$ cat src/rtl/obi_manager_be.sv
// Single-outstanding OBI manager: turns byte/half/word controller commands into
// lane-aligned OBI A-channel requests and returns zero-extended R-channel responses.
module obi_manager_be #(
    parameter int ADDR_WIDTH = 32,
    parameter int DATA_WIDTH = 32
) (
    input  logic                  clk_i,
    input  logic                  reset_ni,
    input  logic                  cmd_valid_i,
    output logic                  cmd_ready_o,
    input  logic                  cmd_we_i,
    input  logic [ADDR_WIDTH-1:0] cmd_addr_i,
    input  logic [1:0]            cmd_size_i,
    input  logic [DATA_WIDTH-1:0] cmd_wdata_i,
    output logic                  rsp_valid_o,
    input  logic                  rsp_ready_i,
    output logic [DATA_WIDTH-1:0] rsp_rdata_o,
    output logic                  rsp_err_o,
    output logic                  obi_req_o,
    input  logic                  obi_gnt_i,
    output logic [ADDR_WIDTH-1:0] obi_addr_o,
    output logic                  obi_we_o,
    output logic [3:0]            obi_be_o,
    output logic [DATA_WIDTH-1:0] obi_wdata_o,
    input  logic                  obi_rvalid_i,
    output logic                  obi_rready_o,
    input  logic [DATA_WIDTH-1:0] obi_rdata_i,
    input  logic                  obi_err_i
);

    typedef enum logic [1:0] {
        IDLE = 2'b00,
        REQ  = 2'b01,
        RSP  = 2'b10,
        DONE = 2'b11
    } state_t;

    state_t                  state_r;
    state_t                  state_next_s;
    logic [ADDR_WIDTH-1:0]   addr_r;
    logic                    we_r;
    logic [1:0]              size_r;
    logic [3:0]              be_r;
    logic [DATA_WIDTH-1:0]   wdata_r;
    logic [DATA_WIDTH-1:0]   rdata_r;
    logic                    err_r;
    logic                    misaligned_s;

    function automatic logic [3:0] lane_be(input logic [1:0] size, input logic [1:0] off);
        logic [3:0] base;
        case (size)
            2'd0:    base = 4'b0001;
            2'd1:    base = 4'b0011;
            2'd2:    base = 4'b1111;
            default: base = 4'b0000;
        endcase
        return base << off;
    endfunction

    function automatic logic is_misaligned(input logic [1:0] size, input logic [1:0] off);
        logic mis;
        case (size)
            2'd0:    mis = 1'b0;
            2'd1:    mis = off[0];
            2'd2:    mis = (off != 2'd0);
            default: mis = 1'b1;
        endcase
        return mis;
    endfunction

    function automatic logic [DATA_WIDTH-1:0] extract_rdata(input logic [DATA_WIDTH-1:0] raw,
                                                            input logic [1:0] size,
                                                            input logic [1:0] off);
        logic [DATA_WIDTH-1:0] shifted;
        logic [DATA_WIDTH-1:0] res;
        shifted = raw >> {off, 3'b000};
        case (size)
            2'd0:    res = {24'h000000, shifted[7:0]};
            2'd1:    res = {16'h0000, shifted[15:0]};
            default: res = shifted;
        endcase
        return res;
    endfunction

    assign misaligned_s = is_misaligned(cmd_size_i, cmd_addr_i[1:0]);

    // Handshake outputs are pure decodes of the state register.
    assign cmd_ready_o  = (state_r == IDLE);
    assign obi_req_o    = (state_r == REQ);
    assign obi_rready_o = (state_r == RSP);
    assign rsp_valid_o  = (state_r == DONE);
    assign obi_addr_o   = addr_r;
    assign obi_we_o     = we_r;
    assign obi_be_o     = be_r;
    assign obi_wdata_o  = wdata_r;
    assign rsp_rdata_o  = rdata_r;
    assign rsp_err_o    = err_r;

    // State register.
    always_ff @(posedge clk_i or negedge reset_ni) begin
        if (!reset_ni) begin
            state_r <= IDLE;
        end else begin
            state_r <= state_next_s;
        end
    end

    // Next-state decode; misaligned commands skip the bus and report at once.
    always_comb begin
        state_next_s = state_r;
        case (state_r)
            IDLE: begin
                if (cmd_valid_i) begin
                    state_next_s = misaligned_s ? DONE : REQ;
                end else begin
                    state_next_s = IDLE;
                end
            end
            REQ: begin
                if (obi_gnt_i) begin
                    state_next_s = RSP;
                end else begin
                    state_next_s = REQ;
                end
            end
            RSP: begin
                if (obi_rvalid_i) begin
                    state_next_s = DONE;
                end else begin
                    state_next_s = RSP;
                end
            end
            DONE: begin
                if (rsp_ready_i) begin
                    state_next_s = IDLE;
                end else begin
                    state_next_s = DONE;
                end
            end
            default: state_next_s = IDLE;
        endcase
    end

    // Command capture with lane alignment, and response capture.
    always_ff @(posedge clk_i or negedge reset_ni) begin
        if (!reset_ni) begin
            addr_r  <= {ADDR_WIDTH{1'b0}};
            we_r    <= 1'b0;
            size_r  <= 2'd0;
            be_r    <= 4'b0000;
            wdata_r <= {DATA_WIDTH{1'b0}};
            rdata_r <= {DATA_WIDTH{1'b0}};
            err_r   <= 1'b0;
        end else begin
            case (state_r)
                IDLE: begin
                    if (cmd_valid_i) begin
                        addr_r  <= cmd_addr_i;
                        we_r    <= cmd_we_i;
                        size_r  <= cmd_size_i;
                        be_r    <= lane_be(cmd_size_i, cmd_addr_i[1:0]);
                        wdata_r <= cmd_wdata_i << {cmd_addr_i[1:0], 3'b000};
                        rdata_r <= {DATA_WIDTH{1'b0}};
                        err_r   <= misaligned_s;
                    end
                end
                RSP: begin
                    if (obi_rvalid_i) begin
                        rdata_r <= (we_r || obi_err_i) ? {DATA_WIDTH{1'b0}}
                                                       : extract_rdata(obi_rdata_i, size_r, addr_r[1:0]);
                        err_r   <= obi_err_i;
                    end
                end
                default: begin
                end
            endcase
        end
    end

endmodule

$ cat config.mk
export PLATFORM = sky130hd
export DESIGN_NAME = obi_manager_be
export DESIGN_NICKNAME = d
export VERILOG_FILES = /design/src/rtl/obi_manager_be.sv
export SDC_FILE = /design/constraint.sdc
export NUM_CORES = 1
export LEC_CHECK = 0
export CELL_PAD_IN_SITES_DETAIL_PLACEMENT = 1
export CELL_PAD_IN_SITES_GLOBAL_PLACEMENT = 1
export CORE_UTILIZATION = 35
export CTS_BUF_LIST = sky130_fd_sc_hd__clkbuf_4 sky130_fd_sc_hd__clkbuf_8
export DETAILED_ROUTE_END_ITERATION = 16
export PLACE_DENSITY = 0.84
export SETUP_SLACK_MARGIN = 0.05
export SLEW_MARGIN = 20
export SYNTH_ARGS = -nofsm -noshare
export SYNTH_HDL_FRONTEND = slang
export SYNTH_SLANG_ARGS = --single-unit
$ cat constraint.sdc
create_clock -name clk_i -period 4.5 [get_ports clk_i]
set_clock_uncertainty 0.1 [all_clocks]
set_input_delay 0.675 -clock clk_i [delete_from_list [all_inputs] [get_ports clk_i]]
set_output_delay 0.675 -clock clk_i [all_outputs]
set_load 0.1 [all_outputs]
; ---- After elaboration in Yosys (flattened, before gate mapping)
; Cells that the tools add are included.
[totals]
regBits = 106
in_bits = 106
out_inout_bits = 106
word_cells = 45
[op_classes]
n_eq_ne = 8
n_shift = 3
muxes = 18
reduce_logical = 8
[op_table]
columns = operator, n
row1 = one-hot mux 32 bit (2 select lines), 2
row2 = two-way mux 32 bit, 3
row3 = left shift 32 x 5 -> 32 bit, 1
row4 = >> shifter 32 x 5 -> 32 bit, 1
row5 = one-hot mux 4 bit (3 select lines), 1
row6 = two-way mux 2 bit, 4
row7 = two-way mux 4 bit, 2
row8 = one-hot mux 2 bit (4 select lines), 1
row9 = == test 2 x 1 -> 1 bit (second input constant), 3
row10 = == test 2 bit (second input constant), 3
row11 = zero test 2 bit, 3
row12 = inequality test 2 bit (second input constant), 2
row13 = nonzero test 2 bit, 2
row14 = left shift 4 x 2 -> 4 bit, 1
row15 = two-way mux 1 bit, 3
row16 = one-hot mux 1 bit (3 select lines), 1
row17 = AND reduction 3 bit, 1
row18 = one-hot mux 1 bit (2 select lines), 1
row19 = AND reduction 2 bit, 1
row20 = logical OR 1 bit, 1

; ---- Longest topological paths before layout
[logic_depth]
ltp_word = 5
depth_mapped = 6
mapped_depth_nobuf = 5

; ---- Worst setup path before layout
; OpenSTA, ideal clock, no wires.
[synth_path]
path_type = reg2out
startpoint = register state_r[0]
endpoint = output obi_rready_o
arrival_ps = 1847
required_ps = 3725
slack_ps = 1878
path_stages_with_launch = 3
path_buffers = 1
path_cell_list = dfrtp_1 -> buf_6 -> nor2b_1
[synth_via]
elab_chain_cells = 1
[synth_rtl]
columns = element, line_no
row1 = start: declaration, 38  ; state_t state_r;
row2 = start signal: assignment, 104  ; state_r <= state_next_s;
row3 = == test 2 bit, 90  ; assign obi_rready_o = (state_r == RSP);
row4 = end: declaration, 26  ; output logic obi_rready_o,
; No other way between the ends.

; ---- Worst setup path in the final report
[layout_path]
startpoint = register state_r[1]
endpoint = output obi_rready_o
; The elaborated chain is that of the path after synthesis.

==> flow_summary.yaml <==
detailed_routing:
  num_vias: 4135
  met3_length_mm: 1.302
  drc: 0
  routed_via_density: 5.247
  wl_met2_mm: 7.297
  drt-total-wl_mm: 15.34
  met1_length_mm: 6.488
  drt_iter0_markers: 283
  postRouteAntennaNets: 0
  dr.max_layer_used: "met4"
  routedWlPerCell_um: 19.47
  first_pass_iters: 4
sta:
  slew_headroom: 0.3035
  slew_viol_final: 0
  tns_ns: 0
  tightest_slew_ns: 1.041
  setup_violations: 0
  rsz0062_at_grt: "no"
  finalCritPeriodShare: 0.6827
  min_period_ns: 3.072
  hold_violations: 0
  fmax_mhz: 325.5
floorplan:
  io-pin-count: 212
  die_w_um: 121.8
  rows: 43
  die_y_um: 121.8
  coreArea_mm2: 0.01393
  dieArea_mm2: 0.01484
  initial_core_util: 0.3606
worst_hold_path:
  worst_hold_path_type: "in2async"
clocking:
  ctsHoldBuffers: 0
  cts.repair.resized: 0
  cts_tree: "built"
  clk_latency_ns: 0.36
  cts.path.max_buffers: 2
  path_clk_slew_ns: 0.10
  cts_sinks: 106
  numCtsBuffers: 9
  htree_num_levels: 3
  cts_setup_buffers: 0
  ctsRootBufferMaster: "clkbuf_8"
setup_path:
  criticalPathCategory: "reg2out"
  worst_setup_path_start_kind: "register"
  worstPathRequired_ns: 3.72
  r2r_end: "rsp_rdata_o[3]"
  crit_end: "obi_rready_o"
  end_kind: "output port"
  critPathArrivalTime_ns: 2.30
  ff2ff_setup_slack_ns: 2.19
  reg2reg_depth: 4
  worstPathMaxFanout: 10
  rr_startpoint: "obi_addr_o[0]"
  crit_path_start: "state_r[1]"
layout:
  area_delta_synth_final_pct: 47.88
  antenna_cells: 0
  layout-drive-gt1-share: 0.1283
  final_nets: 715
synth:
  synth_edf_count: 0
  async_reset_ff_frac: 1.000
  syn_nets: 521
  ys_ff_latch: 106
  ys.flop_type: "dfrtp_1"
  synthCells: 412
  yosysWarnings: 0
  syn_avg_cell_area_um2: 12.20
  seq_area_frac_synth: 0.5279
  synth_area_mm2: 0.005025
  synthDistinctLibCells: 35
grt:
  grt_usage: 0.2137
  grt_max_degree: 75
  overflow: 0
  grt_antenna_before_repair: 0
  grt_pass1_wl_mm: 24.32
  grt_pass1_vias: 4487
placed_design:
  io_buffers: 211
  place.gp.congestion: 0.7961
  hpwl_mm: 11.52
run:
  drv_cap: 0
status:
  status: "finished clean"
## worst min-delay path by stage
| stage | start | endpoint | cells after the start |
|---|---|---|---|
| 3_5_place_dp | obi_wdata_o[10] | obi_wdata_o[10] | 2 |
| 5_1_grt | reset_ni | obi_wdata_o[22] | 1 |
| 2_1_floorplan | reset_ni | obi_addr_o[0] | 0 |
| 4_1_cts | reset_ni | obi_wdata_o[22] | 1 |
| 6_report | reset_ni | obi_addr_o[4] | 1 |
| 3_3_place_gp | obi_be_o[0] | obi_be_o[0] | 2 |
## area by class of cell
cell class | count | area, um^2
fill | 1420 | 6504
sequential | 106 | 2653
multi-input combinational | 265 | 2186
timing repair buffer | 217 | 2147
tap | 180 | 225.2
clock buffer | 9 | 123.9
clock inverter | 4 | 70.07
inverter | 7 | 26.28
## cells by family after synthesis
family | count (synthesis) | share of synthesized area
buffers and inverters | 41 | 0.03760
AOI/OAI and AO/OA | 93 | 0.1551
adders and majority gates | 3 | 0.007471
DFF | 106 | 0.5279
and+or+nand+nor | 76 | 0.07595
muxes | 93 | 0.1960
## layer usage
metal,vias up,track usage
met5,-,0
met4,0,0.07562
met3,17,0.05758
met2,184,0.3482
met1,2058,0.2719
li1,1876,-
## layout by cell type, fill, tap and decap left out, types with 10 or more instances in the layout
cell | Yosys | final
clkdlybuf4s50_1 | 0 | 208
dfrtp_1 | 106 | 106
mux2i_1 | 50 | 50
nand2_1 | 47 | 47
mux2_2 | 43 | 43
o21ai_0 | 18 | 18
a22o_1 | 16 | 16
nor2b_1 | 13 | 13
a211o_1 | 10 | 10
## worst max-delay path, cell delays in order (launching register included)
cell             delay [ns]
dfrtp_1                0.52
nor2b_1                0.25
clkdlybuf4s50_1        1.17
## registers in the layout (all words and copies together), names as in the netlist
name         flops
obi_be_o         4
obi_we_o         1
obi_addr_o      32
rsp_rdata_o     32
size_r           2
obi_wdata_o     32
rsp_err_o        1
state_r          2
## synth_stat cells (2+ instances only)
cell type | count | area [um^2]
dfrtp_1 | 106 | 2653
mux2i_1 | 50 | 500.5
nand2_1 | 47 | 176.4
mux2_2 | 43 | 484.2
o21ai_0 | 18 | 90.09
clkbuf_1 | 17 | 63.81
a22o_1 | 16 | 140.1
nor2b_1 | 13 | 81.33
a211o_1 | 10 | 87.58
buf_2 | 10 | 50.05
o31ai_1 | 9 | 67.56
a2bb2oi_1 | 8 | 70.07
a32o_1 | 8 | 80.08
o2bb2ai_1 | 8 | 70.07
o2bb2ai_2 | 8 | 120.1
inv_1 | 7 | 26.28
nand2b_1 | 4 | 25.02
nor2_1 | 4 | 15.01
a21oi_1 | 3 | 15.01
buf_1 | 3 | 11.26
ha_1 | 3 | 37.54
buf_4 | 2 | 15.01
buf_6 | 2 | 22.52
o22ai_1 | 2 | 12.51
## stage by stage
step / util / hold slack, ns / cell area (um^2) / worst slack, ns / instances
after global routing: 0.5333 / 0.3989 / 7431 / 1.330 / 788
after detailed placement: 0.5194 / 0.3667 / 7237 / 1.549 / 775
final: 0.5333 / 0.3353 / 7431 / 1.428 / 788
after CTS: 0.5333 / 0.3650 / 7431 / 1.404 / 788
after global placement: 0.5194 / 0.3613 / 7237 / 1.609 / 775
after floorplan: - / 0.2794 / 5025 / 1.878 / 412
Power is left out: the tool's default activity adds up to more than one toggle a clock period on the data nets, which glitch-free logic cannot reach.
